### config.mk
export PLATFORM = sky130hd
export DESIGN_NAME = sigdel_ctrl
export DESIGN_NICKNAME = d
export VERILOG_FILES = /design/src/rtl/sigdel_pkg.sv /design/src/rtl/sigdel_run_detect.sv /design/src/rtl/sigdel_ctrl.sv
export SDC_FILE = /design/constraint.sdc
export NUM_CORES = 1
export LEC_CHECK = 0
export CAP_MARGIN = 20
export CELL_PAD_IN_SITES_DETAIL_PLACEMENT = 0
export CELL_PAD_IN_SITES_GLOBAL_PLACEMENT = 1
export CORE_ASPECT_RATIO = 0.8
export CORE_MARGIN = 5
export CORE_UTILIZATION = 31
export CTS_BUF_LIST = sky130_fd_sc_hd__clkbuf_8
export CTS_CLUSTER_SIZE = 16
export DETAILED_ROUTE_END_ITERATION = 10
export GPL_TIMING_DRIVEN = 0
export PLACE_DENSITY_LB_ADDON = 0.1
export SLEW_MARGIN = 20
export SYNTH_ARGS = -nofsm -noshare
export SYNTH_HDL_FRONTEND = slang
export SYNTH_SLANG_ARGS = --single-unit
### constraint.sdc
create_clock -name mod_clock -period 2.5 [get_ports mod_clock]
set_clock_uncertainty 0.15 [all_clocks]
set_input_delay 0.5 -clock mod_clock [delete_from_list [all_inputs] [get_ports mod_clock]]
set_output_delay 0.5 -clock mod_clock [all_outputs]
set_load 0.03 [all_outputs]
### src/rtl/sigdel_pkg.sv
// Shared definitions for the sigma-delta front end and the modulator.
package sigdel_pkg;

   typedef enum logic [1:0] {
      IDLE = 2'd0,
      FILL = 2'd1,
      RUN  = 2'd2,
      MUTE = 2'd3
   } sigdel_state_t;

   localparam int SIGDEL_INPUT_BITWIDTH = 24;

   // Full-scale input codes, shared with the modulator's feedback DAC.
   localparam logic signed [SIGDEL_INPUT_BITWIDTH-1:0] FULL_POS =
      {1'b0, {(SIGDEL_INPUT_BITWIDTH-1){1'b1}}};
   localparam logic signed [SIGDEL_INPUT_BITWIDTH-1:0] FULL_NEG =
      {1'b1, {(SIGDEL_INPUT_BITWIDTH-1){1'b0}}};

   function automatic logic is_live(sigdel_state_t s);
      return (s == RUN) || (s == MUTE);
   endfunction

endpackage

### src/rtl/sigdel_run_detect.sv
// Overload detector: counts consecutive equal modulator bits while running.
module sigdel_run_detect #(
   parameter int OVL_LIMIT = 32
) (
   input  logic mod_clock,
   input  logic mod_reset_n,
   input  logic in_run,
   input  logic mod_bit,
   input  logic clear_flags,
   output logic overload,
   output logic overload_sticky
);

   localparam int RW = $clog2(OVL_LIMIT + 1);
   localparam logic [RW-1:0] LIMIT = RW'(OVL_LIMIT);

   logic [RW-1:0] run_cnt;
   logic          last_bit;

   always_ff @(posedge mod_clock or negedge mod_reset_n) begin
      if (!mod_reset_n) begin
         run_cnt  <= '0;
         last_bit <= 1'b0;
      end else begin
         last_bit <= mod_bit;
         if (!in_run)
            run_cnt <= '0;
         // First bit of a run (or first bit after entering RUN) restarts at 1.
         else if (run_cnt == '0 || mod_bit != last_bit)
            run_cnt <= RW'(1);
         else if (run_cnt != LIMIT)
            run_cnt <= run_cnt + 1'b1;
      end
   end

   always_ff @(posedge mod_clock or negedge mod_reset_n) begin
      if (!mod_reset_n) begin
         overload        <= 1'b0;
         overload_sticky <= 1'b0;
      end else begin
         overload <= (run_cnt == LIMIT);
         if (overload)
            overload_sticky <= 1'b1;
         else if (clear_flags)
            overload_sticky <= 1'b0;
      end
   end

endmodule

### src/rtl/sigdel_ctrl.sv
// Sample sequencer for the sigma-delta modulator: holds each PCM sample for OSR
// clocks, handles start-up, mute-on-shutdown, underrun and overload reporting.
module sigdel_ctrl
   import sigdel_pkg::*;
#(
   parameter int INPUT_BITWIDTH = SIGDEL_INPUT_BITWIDTH,
   parameter int OSR            = 64,
   parameter int OVL_LIMIT      = 32
) (
   input  logic                      mod_clock,
   input  logic                      mod_reset_n,
   input  logic                      enable,
   input  logic [INPUT_BITWIDTH-1:0] in_data,
   input  logic                      in_valid,
   output logic                      in_ready,
   output logic [INPUT_BITWIDTH-1:0] mod_input,
   input  logic                      mod_bit,
   output logic                      bit_out,
   output logic                      bit_valid,
   output logic                      frame_start,
   output logic                      overload,
   output logic                      overload_sticky,
   output logic                      underrun_sticky,
   input  logic                      clear_flags
);

   localparam int CW = (OSR > 1) ? $clog2(OSR) : 1;
   localparam logic [CW-1:0] CNT_LAST = CW'(OSR - 1);

   sigdel_state_t state, state_nxt;
   logic [CW-1:0] cnt, cnt_nxt;
   logic          cnt_last, hs;
   logic          load, fs_nxt, urun_set, mute_zero;

   assign cnt_last = (cnt == CNT_LAST);
   assign in_ready = (state == FILL) || (state == RUN && cnt_last && enable);
   assign hs       = in_valid && in_ready;

   always_ff @(posedge mod_clock or negedge mod_reset_n) begin
      if (!mod_reset_n) begin
         state <= IDLE;
         cnt   <= '0;
      end else begin
         state <= state_nxt;
         cnt   <= cnt_nxt;
      end
   end

   // Enable is only acted on at frame boundaries so a frame is never truncated.
   always_comb begin
      state_nxt = state;
      cnt_nxt   = cnt;
      load      = 1'b0;
      fs_nxt    = 1'b0;
      urun_set  = 1'b0;
      mute_zero = 1'b0;
      case (state)
         IDLE: if (enable) state_nxt = FILL;
         FILL: begin
            if (hs) begin
               load      = 1'b1;
               cnt_nxt   = '0;
               fs_nxt    = 1'b1;
               state_nxt = RUN;
            end else if (!enable) begin
               state_nxt = IDLE;
            end
         end
         RUN: begin
            if (!cnt_last) begin
               cnt_nxt = cnt + 1'b1;
            end else begin
               cnt_nxt = '0;
               if (enable) begin
                  fs_nxt = 1'b1;
                  if (in_valid) load     = 1'b1;
                  else          urun_set = 1'b1;
               end else begin
                  mute_zero = 1'b1;
                  state_nxt = MUTE;
               end
            end
         end
         MUTE: begin
            if (!cnt_last) begin
               cnt_nxt = cnt + 1'b1;
            end else begin
               cnt_nxt   = '0;
               state_nxt = IDLE;
            end
         end
         default: state_nxt = IDLE;
      endcase
   end

   // mod_input doubles as the sample register; an underrun simply leaves it alone.
   always_ff @(posedge mod_clock or negedge mod_reset_n) begin
      if (!mod_reset_n) begin
         mod_input       <= '0;
         frame_start     <= 1'b0;
         underrun_sticky <= 1'b0;
         bit_out         <= 1'b0;
         bit_valid       <= 1'b0;
      end else begin
         if (load)
            mod_input <= in_data;
         else if (mute_zero)
            mod_input <= '0;
         frame_start <= fs_nxt;
         if (urun_set)
            underrun_sticky <= 1'b1;
         else if (clear_flags)
            underrun_sticky <= 1'b0;
         bit_out   <= mod_bit;
         bit_valid <= is_live(state);
      end
   end

   sigdel_run_detect #(
      .OVL_LIMIT (OVL_LIMIT)
   ) u_run_detect (
      .mod_clock       (mod_clock),
      .mod_reset_n     (mod_reset_n),
      .in_run          (state == RUN),
      .mod_bit         (mod_bit),
      .clear_flags     (clear_flags),
      .overload        (overload),
      .overload_sticky (overload_sticky)
   );

endmodule

After elaboration in Yosys (flattened, before gate mapping)
Cells that the tools add are included.
{"block": "classes", "n_addsub": 2, "n_mul": 0, "div": 0, "order_cmp": 0, "n_eq_ne": 14, "shifts": 0, "n_mux": 33, "bitwise": 0, "reduce_logical": 15}
{"cell": "24-bit two-way mux", "n": 2}
{"cell": "6-bit two-way mux", "n": 5}
{"cell": "1-bit two-way mux", "n": 16}
{"cell": "6-bit by 1-bit adder with 6-bit output, second input constant", "n": 2}
{"cell": "6-bit equality test, second input constant", "n": 2}
{"cell": "2-bit two-way mux", "n": 6}
{"cell": "6-bit one-hot mux with 2 select lines", "n": 1}
{"cell": "2-bit != test, second input constant", "n": 5}
{"cell": "2-bit one-hot mux with 4 select lines", "n": 1}
{"cell": "2-bit nonzero test", "n": 4}
{"cell": "6-bit logical NOT", "n": 1}
{"cell": "3-bit != test, second input constant", "n": 2}
{"cell": "6-bit != test, second input constant", "n": 1}
{"cell": "5-bit AND reduction", "n": 1}
{"cell": "2-bit equality test, second input constant", "n": 2}
{"cell": "1-bit one-hot mux with 2 select lines", "n": 2}
{"cell": "1-bit logical AND", "n": 3}
{"cell": "1-bit logical OR", "n": 3}
{"cell": "2-bit by 1-bit equality test with 1-bit output, second input constant", "n": 1}
{"cell": "2-bit logical NOT", "n": 1}
{"cell": "2-bit AND reduction", "n": 1}
{"cell": "2-bit OR reduction", "n": 1}
{"cell": "1-bit != test", "n": 1}
{"block": "word_totals", "ff_bits": 44, "latch_bits": 0, "ramBits": 0, "romBits": 0, "input_bits": 30, "output_inout_bits": 31, "wordCells": 74, "n_memories": 0}

Logic depth before layout (Yosys ltp)
{"block": "depth", "ltp_word": 8, "ltp_mapped": 8, "mapped_depth_nobuf": 7}

Modules after synthesis
Synthesis repeated with hierarchy kept, for this count alone.
{"block": "unflattened", "hier_cells": 166, "area_unflattened_um2": 2040.7}
{"mod": "sigdel_ctrl", "instances": 1, "cells_each": 128, "area_each_um2": 1606.5, "seq_area_each_um2": 900.9}
{"mod": "sigdel_run_detect", "instances": 1, "cells_each": 38, "area_each_um2": 434.2, "seq_area_each_um2": 225.2}

Worst setup path after synthesis
Ideal clock, no wire load.
{"block": "synth_timing", "kind": "register to output", "start": "register state[0]", "end": "output in_ready", "t_arrival_ns": 1.549, "required_ns": 1.850, "slack_ns": 0.301, "stages_incl_launch_ff": 7, "path_buffers": 1, "cell_sequence": "dfrtp_1 -> inv_1 -> ha_1 -> clkbuf_1 -> nand2_1 -> or3_4 -> nand2_1"}
{"block": "synth_between", "elab_chain_len": 4, "word_cells_on_any_way": 5, "classes_between": "2 x eq/ne; 3 x reduce/logical"}
{"item": "start, declared", "line_no": "sigdel_ctrl.sv:30", "source": "sigdel_state_t state, state_nxt;"}
{"item": "start signal, assigned", "line_no": "sigdel_ctrl.sv:44", "source": "state <= state_nxt;"}
{"item": "2-bit equality test", "line_no": "sigdel_ctrl.sv:36", "source": "assign in_ready = (state == FILL) || (state == RUN && cnt_last && enable);"}
{"item": "1-bit logical AND (2 in series)", "line_no": "sigdel_ctrl.sv:36"}
{"item": "1-bit logical OR (*)", "line_no": "sigdel_ctrl.sv:36"}
{"item": "end, declared", "line_no": "sigdel_ctrl.sv:15", "source": "output logic in_ready,"}
Every way passes the cells marked *; elsewhere a longest branch is shown, timed or not.

Final worst setup path
Same ends and word-level chain as after synthesis.

==> reports/metrics.yaml <==
timing:
  max_freq_mhz: 419.4
  timing.slew.headroom_pct: 59.41
  slew_viol_final: 0
  rsz0062_at_grt: "no"
  hold_viol: 0
  min_period_ps: 2384
  final-setup-viol-count: 0
  min_period_over_period_pct: 95.37
  tightest_slew_ps: 600.3
power:
  ir_drop_mv: 0.2099
  swShare_pct: 19.98
  combPwrFrac_pct: 5.6
  clock_power_share_pct: 40.1
  p_per_area_mw_per_mm2: 462.8
  power_frac_seq_pct: 54.3
  p_leak_nw: 1.222
  internal_power_w: 0.001049
  switchingPower_w: 0.0002620
critical_path:
  reg2regPathDepth: 7
  end_kind: "primary output"
  r2r_start: "state[0]$_DFFE_PN0P_"
  crit_fanout: 8
  startpoint_type: "flop"
  critical_path_required_ps: 1850
  crit_type: "flop to primary output"
  reg2reg_slack_ps: 270
  critPathArrivalTime_ps: 1730
  rr_endpoint: "mod_input[4]$_DFFE_PN0P_"
status:
  status: "finished clean"
synthesis:
  yosysUniqueCellTypes: 40
  synth-compound-area-share_pct: 19.90
  synth.area.top_cells: "dfrtp_1 (56%), a22o_1 (11%), ha_1 (4.4%), nand2_1 (3.4%), nor2_1 (2.1%)"
  synth_edf_count: 0
  synth_seq_area_share_pct: 55.59
  synth_area_mm2: 0.001981
  synth_top_family_by_area: "compound AO/OA/AOI/OAI gates"
  synth_xor_area_share_pct: 1.769
  synth_nets: 211
  synthCells: 174
  synthArstFlopShare_pct: 100.0
  synthSimpleGateAreaFrac_pct: 12.95
  yosys.area_share.adder_pct: 4.422
  ys_seq_elements: 44
  synth-main-ff-cell: "dfrtp_1"
  syn_avg_cell_area_um2: 11.38
  synth.area.mux_share_pct: 2.148
  synth_largest_area_cell: "dfrtp_1"
  yosysWarnings: 0
  yosys.area.top_type_share_pct: 55.59
placement:
  placed_cell_area_mm2: 0.002701
  portBuffers: 60
  hpwl_um: 3661
  place_congestion: 0.7501
  placedCellCount: 319
clock_network:
  cts_hold_buf: 0
  clock_latency_ps: 290
  tritoncts: "done"
  cts_sinks: 44
  clk_pin_slew_worst_paths_ps: 80
  cts-htree-levels: 2
  cts_made_buffers: 5
  cts_max_path_buffers: 2
  root_buffer: "clkbuf_8"
route:
  drc_errors: 0
  routed_wl_um: 4818
  drtIter0Drc: 37
  avgViaCountPerCell: 4.743
  postRouteAntennaNets: 0
  vias: 1551
  wl_per_cell_um: 14.73
  drtPass1Iterations: 4
floorplan:
  die_h_um: 81.50
  num_rows: 26
  coreArea_mm2: 0.006311
  die_x_um: 99.37
  start_util_pct: 31.38
  die_area_mm2: 0.008098
  ioPinCount: 61
cells_and_area:
  fin_cells: 327
  design_area_mm2: 0.002834
  antenna_cells: 0
  finalNetCount: 279
  drive_gt1_share_pct: 10.29
  syn2layout_area_growth_pct: 43.08
global_routing:
  grt_start_max_net_pins: 26
  grt_use_total_pct: 12.36
  grt_first_pass_wirelength_um: 7859
  overflow: 0
  grt_pass1_vias: 1563
  antenna_found_initial: 0
flow_run:
  drv_cap: 0
worst_hold_path:
  hold_class: "input pin to asynchronous set/reset pin"
-- Yosys cell counts, types with 3 or more instances --
cell type,instances
nand3_1,7
ha_1,7
a22o_1,24
clkbuf_1,3
inv_1,7
nor2_1,11
nand2_1,18
o21ai_1,6
dfrtp_1,44
nor3_1,3
a21oi_1,5
-- power by group through the flow --
stage | clock (W) | combinational [W] | sequential (W)
floorplan | 0 | 0.00000582 | 0.000728
CTS | 0.000555 | 0.0000766 | 0.000712
global placement | 0 | 0.0000742 | 0.000727
global route | 0.000581 | 0.0000819 | 0.000713
finish | 0.000525 | 0.0000740 | 0.000712
detailed placement | 0 | 0.0000768 | 0.000727
-- worst max-delay path by stage --
stage                          from                         to  slack [ps]  cells after the start
2_1_floorplan  state[0]$_DFFE_PN0P_                   in_ready         300                      6
3_3_place_gp            mod_reset_n  mod_input[13]$_DFFE_PN0P_        -560                      1
3_5_place_dp                 enable                   in_ready        -430                      5
4_1_cts        state[0]$_DFFE_PN0P_   mod_input[4]$_DFFE_PN0P_          70                      7
5_1_grt        state[0]$_DFFE_PN0P_                   in_ready           2                      6
6_report       state[0]$_DFFE_PN0P_                   in_ready         120                      6
-- worst max-delay path: stages, from the launching register on --
cell and delay (ps):
dfrtp_1 430, inv_2 120, ha_4 200, nand2_1 60, or3_4 370, nand2_1 80
clkbuf_4 180
-- flip-flops by register name, indices dropped and copies added (netlist names), named ones only --
signal	cells
u_run_detect.overload_sticky	1
bit_valid	1
frame_start	1
cnt	6
u_run_detect.run_cnt	6
mod_input	24
underrun_sticky	1
u_run_detect.last_bit	1
u_run_detect.overload	1
state	1
-- layer usage --
metal / track usage, % / wire length (um) / up-vias
met5: 0 / 0 / -
met4: 3.274 / 48 / 0
met1: 17.00 / 2324 / 749
met3: 3.396 / 233 / 7
met2: 19.37 / 2211 / 29
li1: - / - / 766
-- cells in the final DEF (no fill, tap or decap), types with 2 or more instances in the layout --
| cell | synthesis | layout |
|---|---|---|
| a21boi_1 | 2 | 2 |
| a21oi_1 | 5 | 5 |
| a22o_1 | 24 | 24 |
| buf_6 | 2 | 2 |
| clkbuf_2 | 0 | 2 |
| clkbuf_8 | 0 | 5 |
| clkdlybuf4s50_1 | 0 | 57 |
| dfrtp_1 | 44 | 44 |
| ha_1 | 7 | 5 |
| inv_1 | 7 | 7 |
| inv_2 | 1 | 2 |
| mux2_2 | 2 | 2 |
| mux2i_1 | 2 | 2 |
| nand2_1 | 18 | 18 |
| nand2b_1 | 2 | 2 |
| nand3_1 | 7 | 7 |
| nor2_1 | 11 | 11 |
| nor2b_1 | 2 | 2 |
| nor3_1 | 3 | 3 |
| o211ai_1 | 2 | 2 |
| o21ai_1 | 6 | 6 |
| or3_1 | 2 | 2 |
| xnor2_1 | 2 | 2 |
| xor2_1 | 2 | 2 |
-- per-stage QoR --
stage          hold slack, ps  util, %  TNS [ps]  setup WS (ps)  total power, W
2_1_floorplan           54.41        -         0          300.7       0.0007343
3_3_place_gp            296.6    42.57    -27690         -557.6       0.0008010
3_5_place_dp            326.9    42.80     -3549         -428.1       0.0008033
4_1_cts                 25.34    44.83         0          68.77        0.001344
5_1_grt                 42.80    44.90         0          1.754        0.001375
6_report                11.39    44.90         0          115.6        0.001312
-- logic make-up (layout without fill, tap and decap cells) --
family | Yosys count | after routing
compound gates | 50 | 50
simple gates | 52 | 52
buf+inv | 13 | 82
flops | 44 | 44
xor+xnor | 4 | 4
mux | 4 | 4
fa+ha+maj | 7 | 7
-- cell type report --
cell class | count | area (um2)
Fill cell | 604 | 3477
Timing Repair Buffer | 62 | 619.3
Tap cell | 84 | 105.1
Clock inverter | 3 | 38.79
Multi-Input combinational cell | 117 | 838.3
Clock buffer | 5 | 68.82
Inverter | 8 | 30.03
Sequential cell | 44 | 1101
Buffer | 4 | 32.53
-- repair_timing --
| item | CTS | global route |
|---|---|---|
| gates cloned | 0 | 0 |
| endpoints found under the setup margin | 1 | 21 |
| resized for setup | 11 | 5 |
| setup buffers | 1 | 0 |
Note: power is estimated with default switching activity, not from simulation.
